`config.mk`:
```
export PLATFORM = sky130hd
export DESIGN_NAME = riscv_dmem_arbiter
export DESIGN_NICKNAME = d
export VERILOG_FILES = /design/src/rtl/riscv_dmem_arbiter.sv
export SDC_FILE = /design/constraint.sdc
export NUM_CORES = 1
export LEC_CHECK = 0
export ABC_AREA = 1
export CAP_MARGIN = 5
export CORE_ASPECT_RATIO = 1.5
export CORE_MARGIN = 4
export CORE_UTILIZATION = 50
export CTS_CLUSTER_DIAMETER = 100
export CTS_CLUSTER_SIZE = 10
export DETAILED_ROUTE_END_ITERATION = 6
export DONT_BUFFER_PORTS = 1
export GPL_TIMING_DRIVEN = 0
export PLACE_DENSITY = 0.63
export SYNTH_ARGS = -nofsm -noshare
export SYNTH_HDL_FRONTEND = slang
export SYNTH_SLANG_ARGS = --single-unit
```
`constraint.sdc`:
```
create_clock -name clk -period 3.1 [get_ports clk]
set_input_delay 0.465 -clock clk [delete_from_list [all_inputs] [get_ports clk]]
set_output_delay 0.465 -clock clk [all_outputs]
set_load 0.005 [all_outputs]
```
`src/rtl/riscv_dmem_arbiter.sv`:
```
// riscv_dmem_arbiter
// Shares one data-memory/IO bridge port between two requesters: the core
// load/store unit (m0) and a secondary master such as debug or DMA (m1).
// An accepted request is latched onto the mem_* outputs. Those outputs stay
// driven for MEM_LAT cycles. Read data, or a completion for a write, then goes
// back to the winner. When both requesters ask at once, the winner alternates
// (round-robin), so neither requester can starve the other.
//
// Ports
//   clk, rst              clock (rising edge); asynchronous active-low reset
//   mN_req/we/wmode       request, 1=write, write mode (N = 0, 1)
//   mN_addr/wdata         byte address, write data
//   mN_gnt                one-cycle pulse when the request is accepted
//   mN_rvalid/rdata       one-cycle completion pulse, captured read data
//   mem_write_en/mode     write strobe and write mode to the bridge
//   mem_addr/wdata        address and write data to the bridge
//   mem_rdata             read data from the bridge
module riscv_dmem_arbiter #(
    parameter int MEM_LAT = 1,
    parameter int WMODE_W = 2
) (
    input  logic               clk,
    input  logic               rst,
    input  logic               m0_req,
    input  logic               m0_we,
    input  logic [WMODE_W-1:0] m0_wmode,
    input  logic [31:0]        m0_addr,
    input  logic [31:0]        m0_wdata,
    output logic               m0_gnt,
    output logic               m0_rvalid,
    output logic [31:0]        m0_rdata,
    input  logic               m1_req,
    input  logic               m1_we,
    input  logic [WMODE_W-1:0] m1_wmode,
    input  logic [31:0]        m1_addr,
    input  logic [31:0]        m1_wdata,
    output logic               m1_gnt,
    output logic               m1_rvalid,
    output logic [31:0]        m1_rdata,
    output logic               mem_write_en,
    output logic [WMODE_W-1:0] mem_write_mode,
    output logic [31:0]        mem_addr,
    output logic [31:0]        mem_wdata,
    input  logic [31:0]        mem_rdata
);

    localparam logic [1:0] IDLE   = 2'd0;
    localparam logic [1:0] ACCESS = 2'd1;
    localparam logic [1:0] RESP   = 2'd2;
    localparam logic [2:0] LAT_INIT = 3'(MEM_LAT);

    logic [1:0]         state_reg;
    logic [2:0]         cnt_reg;
    logic               last_reg;
    logic               win_reg;
    logic               mem_write_en_reg;
    logic [WMODE_W-1:0] mem_write_mode_reg;
    logic [31:0]        mem_addr_reg;
    logic [31:0]        mem_wdata_reg;

    logic [1:0]         req_vec;
    logic [1:0]         we_vec;
    logic [WMODE_W-1:0] wmode_in [2];
    logic [31:0]        addr_in  [2];
    logic [31:0]        wdata_in [2];

    logic               accept;
    logic               win_next;
    logic               capture;

    logic               gnt_reg    [2];
    logic               rvalid_reg [2];
    logic [31:0]        rdata_reg  [2];

    assign req_vec     = {m1_req, m0_req};
    assign we_vec      = {m1_we, m0_we};
    assign wmode_in[0] = m0_wmode;
    assign wmode_in[1] = m1_wmode;
    assign addr_in[0]  = m0_addr;
    assign addr_in[1]  = m1_addr;
    assign wdata_in[0] = m0_wdata;
    assign wdata_in[1] = m1_wdata;

    // With a single requester, req_vec[1] gives its id directly. On a tie,
    // the requester that did not win last time gets the port.
    always_comb begin
        accept   = (state_reg == IDLE) && (req_vec != 2'b00);
        win_next = (req_vec == 2'b11) ? ~last_reg : req_vec[1];
        capture  = (state_reg == ACCESS) && (cnt_reg == 3'd1);
    end

    always_ff @(posedge clk or negedge rst) begin
        if (!rst) begin
            state_reg          <= IDLE;
            cnt_reg            <= 3'd0;
            last_reg           <= 1'b1;
            win_reg            <= 1'b0;
            mem_write_en_reg   <= 1'b0;
            mem_write_mode_reg <= '0;
            mem_addr_reg       <= 32'd0;
            mem_wdata_reg      <= 32'd0;
        end else begin
            // The strobe is set only on acceptance, so it lasts one cycle:
            // the first ACCESS cycle.
            mem_write_en_reg <= 1'b0;
            case (state_reg)
                IDLE: begin
                    if (accept) begin
                        win_reg            <= win_next;
                        last_reg           <= win_next;
                        mem_write_en_reg   <= we_vec[win_next];
                        mem_write_mode_reg <= wmode_in[win_next];
                        mem_addr_reg       <= addr_in[win_next];
                        mem_wdata_reg      <= wdata_in[win_next];
                        cnt_reg            <= LAT_INIT;
                        state_reg          <= ACCESS;
                    end
                end
                ACCESS: begin
                    cnt_reg <= cnt_reg - 3'd1;
                    if (cnt_reg == 3'd1) begin
                        state_reg <= RESP;
                    end
                end
                RESP: begin
                    state_reg <= IDLE;
                end
                default: begin
                    state_reg <= IDLE;
                end
            endcase
        end
    end

    // Per-requester grant, completion and read-data registers. Only the
    // current winner's read-data register is loaded; the other one keeps its
    // value.
    for (genvar gi = 0; gi < 2; gi++) begin : g_req
        localparam logic ID = 1'(gi);
        always_ff @(posedge clk or negedge rst) begin
            if (!rst) begin
                gnt_reg[gi]    <= 1'b0;
                rvalid_reg[gi] <= 1'b0;
                rdata_reg[gi]  <= 32'd0;
            end else begin
                gnt_reg[gi]    <= accept && (win_next == ID);
                rvalid_reg[gi] <= capture && (win_reg == ID);
                if (capture && (win_reg == ID)) begin
                    rdata_reg[gi] <= mem_rdata;
                end
            end
        end
    end

    assign m0_gnt         = gnt_reg[0];
    assign m0_rvalid      = rvalid_reg[0];
    assign m0_rdata       = rdata_reg[0];
    assign m1_gnt         = gnt_reg[1];
    assign m1_rvalid      = rvalid_reg[1];
    assign m1_rdata       = rdata_reg[1];
    assign mem_write_en   = mem_write_en_reg;
    assign mem_write_mode = mem_write_mode_reg;
    assign mem_addr       = mem_addr_reg;
    assign mem_wdata      = mem_wdata_reg;

endmodule

```
==> results of run 1 <==
==> per-stage QoR <==
| stage | setup WS, ns | hold slack, ns | cell area, sq um | power [uW] |
|---|---|---|---|---|
| detailed placement | 1.47 | 0.173 | 6640 | 5900 |
| global route | 1.42 | -0.276 | 7230 | 8450 |
| global placement | 1.51 | 0.173 | 6640 | 5800 |
| CTS | 1.49 | -0.275 | 7230 | 7930 |
| floorplan | 1.75 | 0.169 | 6440 | 5110 |
| finish | 1.52 | -0.257 | 7230 | 7850 |
==> cells by family after synthesis <==
| kind of cell | after synthesis |
|---|---|
| adder cells (fa/ha/maj) | 2 |
| buffers and inverters | 67 |
| AO/OA/AOI/OAI | 3 |
| AND/OR/NAND/NOR | 617 |
| flip-flops | 142 |
==> power by group <==
group	switching [uW]	internal, uW	leakage, uW
Clock	828	1190	0.000286
Sequential	786	2770	0.00175
Combinational	1480	801	0.00199
==> layer usage <==
layer / wire [um] / vias to the layer above
met1: 6150 / 2527
met5: 0 / -
met4: 595 / 0
met3: 1860 / 44
li1: - / 2633
met2: 9610 / 268
==> worst max-delay path, stage by stage (launching register included) <==
cell and delay [ns]:
dfstp_2 0.54, nand2_2 0.12, nand2_2 0.13, clkbuf_1 0.39
nand2_1 0.16, nand2_1 0.09, nand2_1 0.05, nand2_1 0.05
==> how the worst min path moves through the flow <==
stage	slack (ns)	endpoint	startpoint
2_1_floorplan	0.17	cnt_reg[0]	rst
3_3_place_gp	0.17	m0_rvalid	rst
3_5_place_dp	0.17	m0_rvalid	rst
4_1_cts	-0.28	m0_rvalid	rst
5_1_grt	-0.28	m1_rdata[20]	rst
6_report	-0.26	m1_rdata[20]	rst
==> cell usage in the layout (no fill, tap or decap), types with 2 or more instances in the layout <==
cell type	n
clkbuf_1	16
ha_1	2
buf_2	21
nand2_2	3
clkbuf_16	17
nand3_1	134
buf_1	3
dfrtp_1	141
or2_2	2
clkbuf_8	3
clkinv_4	5
buf_4	16
nand2_1	475
a21oi_1	2
nor2_1	2
inv_1	8
clkinvlp_4	2
inv_6	3
inv_2	2
==> cell type report <==
| class | instances | area share, % |
|---|---|---|
| plain buffers | 57 | 4.26 |
| inverters | 10 | 0.519 |
| clock inverters | 12 | 1.75 |
| multi-input cells | 622 | 35.2 |
| well taps | 156 | 2.70 |
| flip-flops and latches | 142 | 49.2 |
| clock buffers | 20 | 6.45 |
==> run summary, run 1 <==
Setup TNS: 0 ns
Hold Slack: -0.257 ns
Req. time, crit path: 3.45 ns
Via density: 5.37
CTS clk-pin slew, worst paths: 0.06 ns
Sequential cell area: 3550 sq um
largest family of logic cells by synthesized area: simple AND/OR/NAND/NOR gates
clk sink count: 142
postcts setup bufs: 0
Crit Reg-Reg Endpoint: mem_wdata[0]
multi-input logic area: 2540 sq um
Clock Latency Late Sink: 0.42 ns
FMAX: 631 MHz
CTS buffer count: 17
Synth Area in XOR/XNOR: 0%
Root Buffer: clkbuf_16
Setup CP Type: reg -> reg
Power Density: 1090 nW/um^2
grt ovf: 0
warnings from Yosys: 0
core area: 12,600 sq um
worst vdd ir: 450 uV
count leader, synth: nand2_1
r2r worst-path depth: 7
Total Nets Final: 1,022
Yosys top cell area share: 54.8%
top_reg_cell synth: dfrtp_1
crit path launch: last_reg
crit share post-route: 51.1%
violated checks: hold timing
Final setup viols: 0
Mapped Cells: 831
outcome: finished, violations left
HP Class: in -> async
cell taking the most area after synthesis: dfrtp_1
M1 GR Usage: 25.5%
adder-cell area share of the yosys netlist: 0.388%
post-synthesis mux area share: 0%
Post-Route WL: 18.2 mm
crit path time final: 1.58 ns
crit path launch type: register
leak pwr: 0.00403 uW
final antenna-violating net count: 0
Longest Clk Path Bufs: 2
first-pass GRT wire length: 28.4 mm
worst-margin pin slew: 0.503 ns
GPL Wtd Cong: 0.958
CTS tree: built
Initial Utilization: 51.2%
Die Ht: 147 um
row count: 50
Slew headroom: 66.5%
CP endpoint kind: register
CTS HTree Levels: 4
largest net degree at the start of global routing: 143
drt wl/cell: 17.9 um
Area Overhead vs Synth: 12.2%
initial antenna violation count: 0
number of global-route vias before repair: 5,545
Die X-Extent: 101 um
Final Hold Fails: 142
Ports: 305
total number of vias: 5,472
top cells by area, synth: dfrtp_1 55%, nand2_1 28%, nand3_1 10%
drt first pass iters: 4
ant diodes: 0
HPWL Detailed: 13.5 mm
final cell count without fillers: 1,019
Resized cells post-CTS: 0
FF-to-FF setup slack: 1.52 ns
RSZ-0062 raised after global routing: no
complex-gate fraction of the synthesized area: 0.291%
fill count: 1,131
die area: 14,800 sq um
layout cells sized above 1: 9.27%
GR Util met3: 9.17%
simple logic cell fraction of the synthesized area: 38.8%
max_cap viols: 0
critical path arrival: 1.94 ns
post-synthesis cell type count: 18
synth cell count leaders: 475 x nand2_1, 141 x dfrtp_1, 134 x nand3_1
crit path to: mem_wdata[0]
Finished Core Util: 57.5%
fin. max-slew vios: 0
crit-path max FO: 10
flops & latches, synth: 142
DRC violations left: 0
r2r startpoint: last_reg
sequential area share after synthesis: 55.2%
Global Route Usage Sum: 24.4%
global routing's busiest layer: met2
GR Layer Usage met2: 43.1%
Port Buf Inserts: 0
ys async rst share: 100%
Initial DRC Count: 239
Post-Place Cells: 987
EDFF count, synth: 0
Clock Skew: 0.00938 ns
post-synthesis cell area: 6440 sq um
synthesized area per cell: 7.75 sq um
Post-Syn Nets: 1,003
(Power assumes the default switching activity.)
==> run 2, diff against run 1 <==
--- a/config.mk
+++ b/config.mk
@@ -15,7 +15,7 @@
 export DETAILED_ROUTE_END_ITERATION = 6
 export DONT_BUFFER_PORTS = 1
 export GPL_TIMING_DRIVEN = 0
-export PLACE_DENSITY = 0.63
+export PLACE_DENSITY = 0.66
 export SYNTH_ARGS = -nofsm -noshare
 export SYNTH_HDL_FRONTEND = slang
 export SYNTH_SLANG_ARGS = --single-unit
==> constraint.sdc (replaced) <==
create_clock -name clk -period 1.4 [get_ports clk]
set_input_delay 0.21 -clock clk [delete_from_list [all_inputs] [get_ports clk]]
set_output_delay 0.21 -clock clk [all_outputs]
set_load 0.005 [all_outputs]
==> run summary, run 2 (synthesis gave the netlist of run 1 again) <==
Post-Place Cells: 987
DRC violations left: 0
Total Nets Final: 1,103
layout cells sized above 1: 14.9%
Ports: 305
crit-path max FO: 6
grt ovf: 0
max_cap viols: 0
Post-Route WL: 20.0 mm
first-pass GRT wire length: 29.7 mm
row count: 50
Final setup viols: 41
crit share post-route: 104%
Longest Clk Path Bufs: 2
CTS HTree Levels: 4
post-route setup slack: -0.0628 ns
Hold Slack: -0.515 ns
Area Overhead vs Synth: 31.0%
core area: 12,600 sq um
Slew headroom: 59.8%
HPWL Detailed: 13.6 mm
Setup TNS: -0.646 ns
fill count: 969
Clock Power Share: 22.7%
Root Buffer: clkbuf_16
drt first pass iters: 4
initial antenna violation count: 0
leak pwr: 0.00453 uW
die area: 14,800 sq um
# hold bufs at CTS: 63
critical path arrival: 1.76 ns
outcome: finished, violations left
Initial DRC Count: 286
crit path launch type: register
Clock Latency Late Sink: 0.41 ns
most frequent cells in the layout: 469 x nand2_1, 141 x dfrtp_1, 111 x nand3_1
Die X-Extent: 101 um
final cell count without fillers: 1,100
multi-input logic area: 2730 sq um
CTS tree: built
Global Route Usage Sum: 25.4%
CTS clk-pin slew, worst paths: 0.07 ns
largest net degree at the start of global routing: 143
total number of vias: 5,953
Final Hold Fails: 142
ant diodes: 0
number of global-route vias before repair: 5,942
drt wl/cell: 18.2 um
HP Class: in -> async
Setup CP Type: reg -> reg
Req. time, crit path: 1.70 ns
Port Buf Inserts: 0
violated checks: hold timing, setup timing
Reg power frac: 42.3%
P_int: 11,200 uW
FMAX: 684 MHz
commonest non-fill, non-tap cell in the layout: nand2_1
RSZ-0062 raised after global routing: yes
GPL Wtd Cong: 0.897
Via density: 5.41
worst-margin pin slew: 0.603 ns
worst vdd ir: 908 uV
CTS buffer count: 17
final antenna-violating net count: 0
Sequential cell area: 3550 sq um
Power Density: 2220 nW/um^2
combinational share of power: 35.0%
clk sink count: 142
NetSw: 7500 uW
CP endpoint kind: register
Die Ht: 147 um
crit path time final: 1.46 ns
Initial Utilization: 51.2%
fin. max-slew vios: 0
Clock Skew: 0.00946 ns
Switching Share: 40.0%
## run 2: cell count changes in the layout (fill, tap and decap cells not counted), sizes merged
cell,change
buf,+6
bufinv,-1
clkbuf,+9
dlygate4sd3,+63
inv,+3
nand2,+1
## run 2: cell type report
type,instances,area share (%)
Buffer,57,5.53
Clock buffer,18,5.21
Clock inverter,14,1.47
Inverter,10,0.445
Multi-Input combinational cell,623,32.3
Sequential cell,142,42.1
Tap cell,156,2.31
Timing Repair Buffer,80,10.6
## run 2: repair_timing
action	in CTS	in global routing
pin swaps	1	42
cloned	1	10
endpoints found under the hold margin	236	142
setup endpoints to repair	111	116
setup buffers	2	5
gates resized for setup	34	76
## run 2: power by group through the flow
| stage | logic [uW] | registers, uW | clock network [uW] |
|---|---|---|---|
| 2_1_floorplan | 4000 | 7310 | 0 |
| 3_3_place_gp | 4870 | 7940 | 0 |
| 3_5_place_dp | 5100 | 7950 | 0 |
| 4_1_cts | 5530 | 7930 | 4300 |
| 5_1_grt | 7420 | 8130 | 4470 |
| 6_report | 6570 | 7930 | 4250 |
## run 2: stage by stage
step,total power [uW],instance area (sq um),util (%),setup WS [ns],hold WS [ns]
global route,20000,8440,67.1,-0.101,-0.531
CTS,17800,7950,63.3,-0.0387,-0.525
floorplan,11300,6440,-,0.155,-0.0856
global placement,12800,6640,52.8,-0.124,-0.0826
detailed placement,13000,6640,52.8,-0.128,-0.0820
finish,18700,8440,67.1,-0.0628,-0.515
## run 2: routing by layer
metal  up-vias  GRT usage, %  routed length [um]
li1       2800             -                   -
met1      2821          27.0                6770
met2       278          45.8               10800
met3        54          7.51                1730
met4         0          10.7                 682
met5         -             0                   0
## run 2: path summary, 6_finish.rpt
path	slack [ns]	end	from	cells past startpoint
max in group asynchronous	1.60	last_reg	rst	0
setup / recovery	-0.06	m1_rdata[13]	cnt_reg[1]	9
setup reg to reg	-0.06	m1_rdata[13]	cnt_reg[1]	9
hold / removal	-0.51	m0_rdata[28]	rst	0
min in group clk	0.01	mem_wdata[0]	m0_wdata[0]	4
hold reg to reg	0.49	last_reg	last_reg	2
## run 2: worst max-delay path, stage by stage (launching register included)
cell and delay, ns:
dfrtp_1 0.40, inv_2 0.08, ha_4 0.13, nand2_4 0.05, nor2_4 0.12, buf_12 0.14
nand2_4 0.10, buf_4 0.18, nand2_1 0.08, nand2_1 0.07
